`src/rtl/sokoban_move_ctrl_pkg.sv`:
```
// Shared definitions for the Sokoban move controller.
//   - dir_e   : move direction encoding used by the key front end and renderer
//   - state_e : controller state encoding
//   - GRID_W  : board width/height in cells
//   - idx()   : cell index of (x,y), y*GRID_W + x
package sokoban_move_ctrl_pkg;

  localparam int GRID_W = 8;

  typedef enum logic [1:0] {
    DIR_UP    = 2'd0,
    DIR_DOWN  = 2'd1,
    DIR_LEFT  = 2'd2,
    DIR_RIGHT = 2'd3
  } dir_e;

  typedef enum logic [2:0] {
    ST_IDLE  = 3'd0,
    ST_LOAD  = 3'd1,
    ST_CHECK = 3'd2,
    ST_DONE  = 3'd3,
    ST_WIN   = 3'd4
  } state_e;

  function automatic logic [5:0] idx(input logic [2:0] x, input logic [2:0] y);
    return (6'(y) * 6'(GRID_W)) + 6'(x);
  endfunction

endpackage

```
`src/rtl/sokoban_move_ctrl_if.sv`:
```
// Move request handshake between the key/debounce front end and the
// move controller.
//   move_valid   : move request (requester)
//   move_dir     : requested direction, dir_e encoding (requester)
//   move_ready   : controller can accept a move
//   move_done    : one-cycle completion pulse
//   move_blocked : qualifies move_done; 1 means nothing changed
interface sokoban_move_ctrl_if;
  logic       move_valid;
  logic [1:0] move_dir;
  logic       move_ready;
  logic       move_done;
  logic       move_blocked;

  modport master (
    output move_valid,
    output move_dir,
    input  move_ready,
    input  move_done,
    input  move_blocked
  );

  modport slave (
    input  move_valid,
    input  move_dir,
    output move_ready,
    output move_done,
    output move_blocked
  );
endinterface

```
`src/rtl/sokoban_move_ctrl_chk.sv`:
```
// Board invariants of the move controller:
//   - no box ever sits on a wall cell
//   - the number of boxes only changes when a stage is loaded
//   clk, rst : controller clock / synchronous reset
//   i_state  : controller state register
//   i_box    : box map register
//   i_wall   : wall map register
module sokoban_move_ctrl_chk
  import sokoban_move_ctrl_pkg::*;
(
  input logic        clk,
  input logic        rst,
  input state_e      i_state,
  input logic [63:0] i_box,
  input logic [63:0] i_wall
);

  a_box_not_on_wall : assert property (@(posedge clk) disable iff (rst)
    (i_box & i_wall) == 64'd0);

  a_box_count_kept : assert property (@(posedge clk) disable iff (rst)
    (!$past(rst) && ($past(i_state) != ST_LOAD)) |->
      ($countones(i_box) == $past($countones(i_box))));

endmodule

```
`src/rtl/sokoban_step_calc.sv`:
```
// Combinational neighbour calculator: for a player at (i_px,i_py) moving in
// i_dir, returns the first target cell t1 (coordinates and index), the cell
// t2 beyond it, and whether either would fall off the board. Off-board
// indices are don't-care; callers must gate on the off flags.
// Also used by the renderer for cursor preview.
//   i_px, i_py : player position
//   i_dir      : direction
//   o_t1_x/y   : t1 coordinates
//   o_t1_idx   : t1 cell index
//   o_t2_idx   : t2 cell index
//   o_t1_off   : t1 off-board
//   o_t2_off   : t2 off-board
module sokoban_step_calc
  import sokoban_move_ctrl_pkg::*;
(
  input  logic [2:0] i_px,
  input  logic [2:0] i_py,
  input  dir_e       i_dir,
  output logic [2:0] o_t1_x,
  output logic [2:0] o_t1_y,
  output logic [5:0] o_t1_idx,
  output logic [5:0] o_t2_idx,
  output logic       o_t1_off,
  output logic       o_t2_off
);

  localparam logic [2:0] MAX_C = 3'(GRID_W - 1);

  logic [2:0] w_t2_x;
  logic [2:0] w_t2_y;

  // Neighbour coordinates; 3-bit arithmetic wraps, so the off flags carry
  // the edge information instead.
  always_comb begin
    o_t1_x   = i_px;
    o_t1_y   = i_py;
    w_t2_x   = i_px;
    w_t2_y   = i_py;
    o_t1_off = 1'b0;
    o_t2_off = 1'b0;
    case (i_dir)
      DIR_UP: begin
        o_t1_y   = i_py - 3'd1;
        w_t2_y   = i_py - 3'd2;
        o_t1_off = (i_py == 3'd0);
        o_t2_off = (i_py <= 3'd1);
      end
      DIR_DOWN: begin
        o_t1_y   = i_py + 3'd1;
        w_t2_y   = i_py + 3'd2;
        o_t1_off = (i_py == MAX_C);
        o_t2_off = (i_py >= (MAX_C - 3'd1));
      end
      DIR_LEFT: begin
        o_t1_x   = i_px - 3'd1;
        w_t2_x   = i_px - 3'd2;
        o_t1_off = (i_px == 3'd0);
        o_t2_off = (i_px <= 3'd1);
      end
      DIR_RIGHT: begin
        o_t1_x   = i_px + 3'd1;
        w_t2_x   = i_px + 3'd2;
        o_t1_off = (i_px == MAX_C);
        o_t2_off = (i_px >= (MAX_C - 3'd1));
      end
      default: begin
        o_t1_off = 1'b1;
        o_t2_off = 1'b1;
      end
    endcase
  end

  assign o_t1_idx = idx(o_t1_x, o_t1_y);
  assign o_t2_idx = idx(w_t2_x, w_t2_y);

endmodule

```
`src/rtl/sokoban_move_ctrl.sv`:
```
// Sokoban stage sequencer: loads a stage from the stage-init block and then
// executes player moves one at a time, applying wall, box-push and edge
// rules, counting successful moves and detecting the win condition.
//   clk, rst            : clock, synchronous active-high reset
//   load_req, stage_req : stage (re)load request and stage number
//   stage_sel           : registered stage number to the stage-init block
//   init_*              : stage data from the stage-init block
//   move_if (slave)     : move request/complete handshake
//   wall/dest/box/px/py : registered board state for the renderer
//   steps               : saturating successful-move count
//   won                 : high while the stage is solved
module sokoban_move_ctrl
  import sokoban_move_ctrl_pkg::*;
#(
  parameter int STEP_W = 10
) (
  input  logic              clk,
  input  logic              rst,
  input  logic              load_req,
  input  logic [1:0]        stage_req,
  output logic [1:0]        stage_sel,
  input  logic [63:0]       init_wall,
  input  logic [63:0]       init_dest,
  input  logic [63:0]       init_box,
  input  logic [2:0]        init_px,
  input  logic [2:0]        init_py,
  sokoban_move_ctrl_if.slave move_if,
  output logic [63:0]       wall,
  output logic [63:0]       dest,
  output logic [63:0]       box,
  output logic [2:0]        px,
  output logic [2:0]        py,
  output logic [STEP_W-1:0] steps,
  output logic              won
);

  localparam logic [STEP_W-1:0] STEPS_MAX = {STEP_W{1'b1}};
  localparam logic [STEP_W-1:0] STEPS_ONE = {{(STEP_W-1){1'b0}}, 1'b1};

  state_e            r_state;
  state_e            w_next_state;
  logic [1:0]        r_stage_sel;
  logic [63:0]       r_wall;
  logic [63:0]       r_dest;
  logic [63:0]       r_box;
  logic [2:0]        r_px;
  logic [2:0]        r_py;
  logic [STEP_W-1:0] r_steps;
  dir_e              r_dir;
  logic              r_move_ready;
  logic              r_move_done;
  logic              r_move_blocked;
  logic              r_won;

  logic              w_accept_load;
  logic              w_accept_move;
  logic              w_load_win;
  logic              w_box_win;
  logic [2:0]        w_t1_x;
  logic [2:0]        w_t1_y;
  logic [5:0]        w_t1_idx;
  logic [5:0]        w_t2_idx;
  logic              w_t1_off;
  logic              w_t2_off;
  logic              w_t1_box;
  logic              w_blocked;
  logic [63:0]       w_t1_mask;
  logic [63:0]       w_t2_mask;

  sokoban_step_calc u_step_calc (
    .i_px     (r_px),
    .i_py     (r_py),
    .i_dir    (r_dir),
    .o_t1_x   (w_t1_x),
    .o_t1_y   (w_t1_y),
    .o_t1_idx (w_t1_idx),
    .o_t2_idx (w_t2_idx),
    .o_t1_off (w_t1_off),
    .o_t2_off (w_t2_off)
  );

  // A freshly loaded stage with no boxes is not treated as already solved.
  assign w_load_win = ((init_box & ~init_dest) == 64'd0) && (init_box != 64'd0);
  assign w_box_win  = ((r_box & ~r_dest) == 64'd0);

  // Off-board indices are garbage, but every use below is masked by the
  // off flags before it can matter.
  assign w_t1_box  = r_box[w_t1_idx];
  assign w_blocked = w_t1_off | r_wall[w_t1_idx] |
                     (w_t1_box & (w_t2_off | r_wall[w_t2_idx] | r_box[w_t2_idx]));
  assign w_t1_mask = 64'd1 << w_t1_idx;
  assign w_t2_mask = 64'd1 << w_t2_idx;

  // State register.
  always_ff @(posedge clk) begin
    if (rst) begin
      r_state <= ST_IDLE;
    end else begin
      r_state <= w_next_state;
    end
  end

  // Next-state logic and request acceptance; load beats move.
  always_comb begin
    w_next_state  = r_state;
    w_accept_load = 1'b0;
    w_accept_move = 1'b0;
    case (r_state)
      ST_IDLE: begin
        if (load_req) begin
          w_accept_load = 1'b1;
          w_next_state  = ST_LOAD;
        end else if (move_if.move_valid) begin
          w_accept_move = 1'b1;
          w_next_state  = ST_CHECK;
        end else begin
          w_next_state  = ST_IDLE;
        end
      end
      ST_LOAD: begin
        if (w_load_win) begin
          w_next_state = ST_WIN;
        end else begin
          w_next_state = ST_IDLE;
        end
      end
      ST_CHECK: begin
        w_next_state = ST_DONE;
      end
      ST_DONE: begin
        if (w_box_win) begin
          w_next_state = ST_WIN;
        end else begin
          w_next_state = ST_IDLE;
        end
      end
      ST_WIN: begin
        if (load_req) begin
          w_accept_load = 1'b1;
          w_next_state  = ST_LOAD;
        end else begin
          w_next_state  = ST_WIN;
        end
      end
      default: begin
        w_next_state = ST_IDLE;
      end
    endcase
  end

  // Board state, step counter and registered handshake outputs.
  always_ff @(posedge clk) begin
    if (rst) begin
      r_stage_sel    <= 2'd0;
      r_wall         <= 64'd0;
      r_dest         <= 64'd0;
      r_box          <= 64'd0;
      r_px           <= 3'd0;
      r_py           <= 3'd0;
      r_steps        <= {STEP_W{1'b0}};
      r_dir          <= DIR_UP;
      r_move_ready   <= 1'b1;
      r_move_done    <= 1'b0;
      r_move_blocked <= 1'b0;
      r_won          <= 1'b0;
    end else begin
      if (w_accept_load) begin
        r_stage_sel <= stage_req;
      end
      if (w_accept_move) begin
        r_dir <= dir_e'(move_if.move_dir);
      end
      if (r_state == ST_LOAD) begin
        r_wall  <= init_wall;
        r_dest  <= init_dest;
        r_box   <= init_box;
        r_px    <= init_px;
        r_py    <= init_py;
        r_steps <= {STEP_W{1'b0}};
      end else if ((r_state == ST_CHECK) && !w_blocked) begin
        r_px <= w_t1_x;
        r_py <= w_t1_y;
        if (r_steps != STEPS_MAX) begin
          r_steps <= r_steps + STEPS_ONE;
        end
        if (w_t1_box) begin
          r_box <= (r_box & ~w_t1_mask) | w_t2_mask;
        end
      end
      // Outputs are registered from the next state so they line up with it.
      r_move_ready   <= (w_next_state == ST_IDLE);
      r_won          <= (w_next_state == ST_WIN);
      r_move_done    <= (r_state == ST_CHECK);
      r_move_blocked <= (r_state == ST_CHECK) && w_blocked;
    end
  end

  sokoban_move_ctrl_chk u_chk (
    .clk     (clk),
    .rst     (rst),
    .i_state (r_state),
    .i_box   (r_box),
    .i_wall  (r_wall)
  );

  assign stage_sel            = r_stage_sel;
  assign wall                 = r_wall;
  assign dest                 = r_dest;
  assign box                  = r_box;
  assign px                   = r_px;
  assign py                   = r_py;
  assign steps                = r_steps;
  assign won                  = r_won;
  assign move_if.move_ready   = r_move_ready;
  assign move_if.move_done    = r_move_done;
  assign move_if.move_blocked = r_move_blocked;

endmodule

```
`src/flat_wrapper.sv`:
```
// flat-port wrapper written by rule: the top's interface ports become plain ports
module sokoban_move_ctrl_flat import sokoban_move_ctrl_pkg::*;
#(
  parameter int STEP_W = 10
)
  (clk, rst, load_req, stage_req, stage_sel, init_wall, init_dest, init_box, init_px, init_py, wall, dest, box, px, py, steps, won, move_if_move_valid, move_if_move_dir, move_if_move_ready, move_if_move_done, move_if_move_blocked);
  sokoban_move_ctrl_if move_if_i ();
  input  logic clk;
  input  logic rst;
  input  logic load_req;
  input  logic [1:0] stage_req;
  output logic [1:0] stage_sel;
  input  logic [63:0] init_wall;
  input  logic [63:0] init_dest;
  input  logic [63:0] init_box;
  input  logic [2:0] init_px;
  input  logic [2:0] init_py;
  output logic [63:0] wall;
  output logic [63:0] dest;
  output logic [63:0] box;
  output logic [2:0] px;
  output logic [2:0] py;
  output logic [STEP_W-1:0] steps;
  output logic won;
  input wire logic [$bits(move_if_i.move_valid)-1:0] move_if_move_valid;
  input wire logic [$bits(move_if_i.move_dir)-1:0] move_if_move_dir;
  output wire logic [$bits(move_if_i.move_ready)-1:0] move_if_move_ready;
  output wire logic [$bits(move_if_i.move_done)-1:0] move_if_move_done;
  output wire logic [$bits(move_if_i.move_blocked)-1:0] move_if_move_blocked;
  assign move_if_i.move_valid = move_if_move_valid;
  assign move_if_i.move_dir = move_if_move_dir;
  assign move_if_move_ready = move_if_i.move_ready;
  assign move_if_move_done = move_if_i.move_done;
  assign move_if_move_blocked = move_if_i.move_blocked;
  sokoban_move_ctrl #(.STEP_W(STEP_W)) u_core (.clk(clk), .rst(rst), .load_req(load_req), .stage_req(stage_req), .stage_sel(stage_sel), .init_wall(init_wall), .init_dest(init_dest), .init_box(init_box), .init_px(init_px), .init_py(init_py), .move_if(move_if_i), .wall(wall), .dest(dest), .box(box), .px(px), .py(py), .steps(steps), .won(won));
endmodule
```
`config.mk`:
```
export PLATFORM = sky130hd
export DESIGN_NAME = sokoban_move_ctrl_flat
export DESIGN_NICKNAME = d
export VERILOG_FILES = /design/src/rtl/sokoban_move_ctrl_pkg.sv /design/src/rtl/sokoban_move_ctrl_if.sv /design/src/rtl/sokoban_move_ctrl_chk.sv /design/src/rtl/sokoban_step_calc.sv /design/src/rtl/sokoban_move_ctrl.sv /design/src/flat_wrapper.sv
export SDC_FILE = /design/constraint.sdc
export NUM_CORES = 1
export LEC_CHECK = 0
export ABC_CLOCK_PERIOD_IN_PS = 6700
export CAP_MARGIN = 10
export CELL_PAD_IN_SITES_DETAIL_PLACEMENT = 1
export CELL_PAD_IN_SITES_GLOBAL_PLACEMENT = 1
export CORE_MARGIN = 5
export CORE_UTILIZATION = 37
export DETAILED_ROUTE_END_ITERATION = 8
export GPL_ROUTABILITY_DRIVEN = 1
export PLACE_DENSITY_LB_ADDON = 0.1
export SYNTH_ARGS = -nofsm -noshare
export SYNTH_HDL_FRONTEND = slang
export SYNTH_SLANG_ARGS = --single-unit
export TNS_END_PERCENT = 1
```
`constraint.sdc`:
```
create_clock -name clk -period 6.7 [get_ports clk]
set_input_delay 1.005 -clock clk [delete_from_list [all_inputs] [get_ports clk]]
set_output_delay 1.005 -clock clk [all_outputs]
set_load 0.01 [all_outputs]
```
==> impl_metrics.env <==
export IMPL_power_density_nw_per_um2=212
export IMPL_ios=420
export IMPL_max_slew_margin_rel_pct=22.1
export IMPL_netlist_instances=1995
export IMPL_skew_ns=0.0197
export IMPL_drt_pass1_iterations=6
export IMPL_setup_ws_ns=1.61
export IMPL_drt_iter0_markers=2108
export IMPL_rows=71
export IMPL_core_area_um2=37800
export IMPL_routed_via_density=6.35
export IMPL_synth_mux_area_share_pct=4.94
export IMPL_drc=0
export IMPL_path_max_fanout=128
export IMPL_yosysTopAreaCell="dfxtp_1"
export IMPL_status="finished, final reports clean"
export IMPL_start_kind="register"
export IMPL_ys_flop_type="dfxtp_1"
export IMPL_grt_max_degree=187
export IMPL_yosys_area_top_type_share_pct=30.9
export IMPL_critPathRequiredTime_ns=7.18
export IMPL_syn_nets=2212
export IMPL_overflow=0
export IMPL_synth_area_um2=14200
export IMPL_fmaxAchievable_mhz=196
export IMPL_leakagePower_nw=6.43
export IMPL_drv_slew=0
export IMPL_cpMostUsedCell="a22o_1"
export IMPL_synth_enable_flop_cells=0
export IMPL_hold_viol=0
export IMPL_die_area_um2=42300
export IMPL_final_common_cell="clkdlybuf4s50_1"
export IMPL_ys_types=88
export IMPL_yosys_warnings=0
export IMPL_initial_core_util_pct=37.6
export IMPL_wl_met2_um=38000
export IMPL_slowest_delay_ns=0.81
export IMPL_endpoint_kind="register"
export IMPL_antenna_found_initial=2
export IMPL_synth_xor_area_share_pct=0.662
export IMPL_dpl_worst_slack_ns=1.77
export IMPL_path_clk_slew_ns=0.06
export IMPL_grt_pass1_vias=18018
export IMPL_tightest_slew_ns=1.17
export IMPL_drive_above_1_share_pct=5.12
export IMPL_finalWirelength_um=83200
export IMPL_fin_tns_setup_ns=0
export IMPL_grt_pass1_wl_um=120000
export IMPL_synth_compound_area_share_pct=31.3
export IMPL_crit_family="compound AO/OA/AOI/OAI gates"
export IMPL_die_y_um=206
export IMPL_hold_buffers=0
export IMPL_setup_violations=0
export IMPL_cts_resized_gates=0
export IMPL_cts_tree="built"
export IMPL_postCtsSetupRepairBufs=0
export IMPL_io_buffers=419
export IMPL_wl_met3_um=8880
export IMPL_cts_buffers=27
export IMPL_critPathBufInv=2
export IMPL_synth_top_family_by_area="compound AO/OA/AOI/OAI gates"
export IMPL_die_x_um=206
export IMPL_worstPathCellList="inv_2 -> ha_1 -> xnor2_4 -> a22o_1 -> a2bb2oi_1 -> a22o_1 -> a222oi_1 -> o2111a_1 -> a21oi_4 -> a21boi_4 -> buf_12 -> o21ai_0 -> a21oi_1"
export IMPL_track_usage_pct=37.4
export IMPL_synthAdderAreaFrac_pct=0.971
export IMPL_gp_congestion=1.02
export IMPL_highest_layer="met5"
export IMPL_fill_cells=4705
export IMPL_clockRootBuffer="clkbuf_16"
export IMPL_period_needed_ns=5.09
export IMPL_drt_met1_wl_um=32500
export IMPL_ant_nets=0
export IMPL_clock_latency_ns=0.56
export IMPL_drt_wirelength_per_cell_um=29.3
export IMPL_multi_input_area_um2=8530
export IMPL_cts_sinks=219
export IMPL_diodes=0
export IMPL_period_share_pct=76.0
export IMPL_h_tree_depth=1
export IMPL_seq_area_um2=4390
export IMPL_synthArstFlopShare_pct=0
export IMPL_clockBufferDepth=3
export IMPL_slowest_stage="xnor2_4"
export IMPL_final_cell_mix="clkdlybuf4s50_1, nand2_1, a21oi_1"
export IMPL_synth_seq_cells=219
export IMPL_drv_cap=0
export IMPL_critical_path_arrival_ns=5.57
export IMPL_place_detailed_hpwl_um=62800
export IMPL_synth_simple_gate_area_share_pct=22.0
export IMPL_irDropWorstVdd_mv=0.169
export IMPL_worstSetupPathType="register to register"
export IMPL_min_path_type="register to register"
export IMPL_rsz0062_at_grt="false"
export IMPL_area_delta_synth_final_pct=36.2
export IMPL_nNetsFinal=2524
export IMPL_ys_seq_area_share_pct=30.9
export IMPL_synth_area_top_cells="dfxtp_1, nand2_1, a21oi_1"
export IMPL_vias=18017
export IMPL_syn_area_per_cell_um2=7.11
## per-layer routing
metal	track usage (%)	vias to the layer above
met5	0	-
met4	13.9	4
met3	9.08	232
met2	60.4	1085
met1	48.7	8871
li1	-	7825
## flip-flops by register name, summed over array words and instances, names as in the netlist
signal                       cells
u_core.move_if.move_ready        1
u_core.won                       1
u_core.wall                     64
u_core.py                        3
u_core.box                      64
u_core.px                        3
u_core.r_dir                     2
u_core.stage_sel                 2
u_core.steps                    10
u_core.dest                     64
u_core.move_if.move_blocked      1
u_core.r_state                   3
u_core.move_if.move_done         1
## final timing paths
path / startpoint / depth (start not counted) / slack [ns] / to
worst min-delay path: u_core.dest[45] / 2 / 0.48 / u_core.dest[45]
worst max register to register: u_core.px[0] / 13 / 1.61 / u_core.box[28]
worst min register to register: u_core.dest[45] / 2 / 0.48 / u_core.dest[45]
worst max-delay path: u_core.px[0] / 13 / 1.61 / u_core.box[28]
## worst min-delay path: cells and delay by family (launching register included)
| family | cells | cell delay (ns) |
|---|---|---|
| DFF | 1 | 0.32 |
| and+or+nand+nor | 1 | 0.06 |
| AOI/OAI and AO/OA | 1 | 0.05 |
## Yosys cell counts (8+ instances only)
| cell | n |
|---|---|
| o31ai_1 | 8 |
| buf_2 | 32 |
| and3_1 | 12 |
| a31oi_1 | 9 |
| mux2_2 | 10 |
| o21ai_1 | 12 |
| or3_1 | 80 |
| a21oi_1 | 231 |
| clkbuf_1 | 103 |
| nor2_1 | 56 |
| nand2b_1 | 11 |
| o22ai_1 | 53 |
| dfxtp_1 | 219 |
| o21ai_0 | 200 |
| a211oi_1 | 15 |
| a221oi_1 | 30 |
| nor4_1 | 26 |
| buf_6 | 10 |
| buf_4 | 15 |
| nand3_1 | 52 |
| nand2_1 | 344 |
| mux2i_1 | 43 |
| ha_1 | 11 |
| o211ai_1 | 74 |
| a22oi_1 | 15 |
| inv_1 | 133 |
| nand4_1 | 25 |
| nor3_1 | 27 |
## per-stage QoR
stage          hold slack [ns]  utilization, %  power (mW)  instances  instance area [µm²]
3_5_place_dp             0.466            49.0        2.70       2789                18500
2_1_floorplan            0.490               -        2.09       1995                14200
3_3_place_gp             0.459            49.0        2.68       2789                18500
5_1_grt                  0.503            51.2        4.23       2836                19300
4_1_cts                  0.477            51.2        4.07       2836                19300
6_report                 0.479            51.2        4.09       2836                19300
## cell families after synthesis
kind of cell,after synthesis
AOI/OAI and AO/OA,726
and+or+nand+nor,669
xor gates and xnor gates,9
muxes,60
adders and majority gates,11
DFF,219
buffers and inverters,301
## area by class of cell
| type | instances | share of cell area, % |
|---|---|---|
| Tap cell | 511 | 3.31 |
| Clock buffer | 35 | 3.81 |
| Sequential cell | 219 | 22.7 |
| Multi-Input combinational cell | 1475 | 44.2 |
| Timing Repair Buffer | 448 | 23.0 |
| Inverter | 136 | 2.64 |
| Clock inverter | 12 | 0.376 |
## where the power goes
group	internal, mW	switching (mW)
clock network	0.770	0.608
logic	0.474	0.724
registers	1.37	0.142
Power figures use the tool's default switching activity.
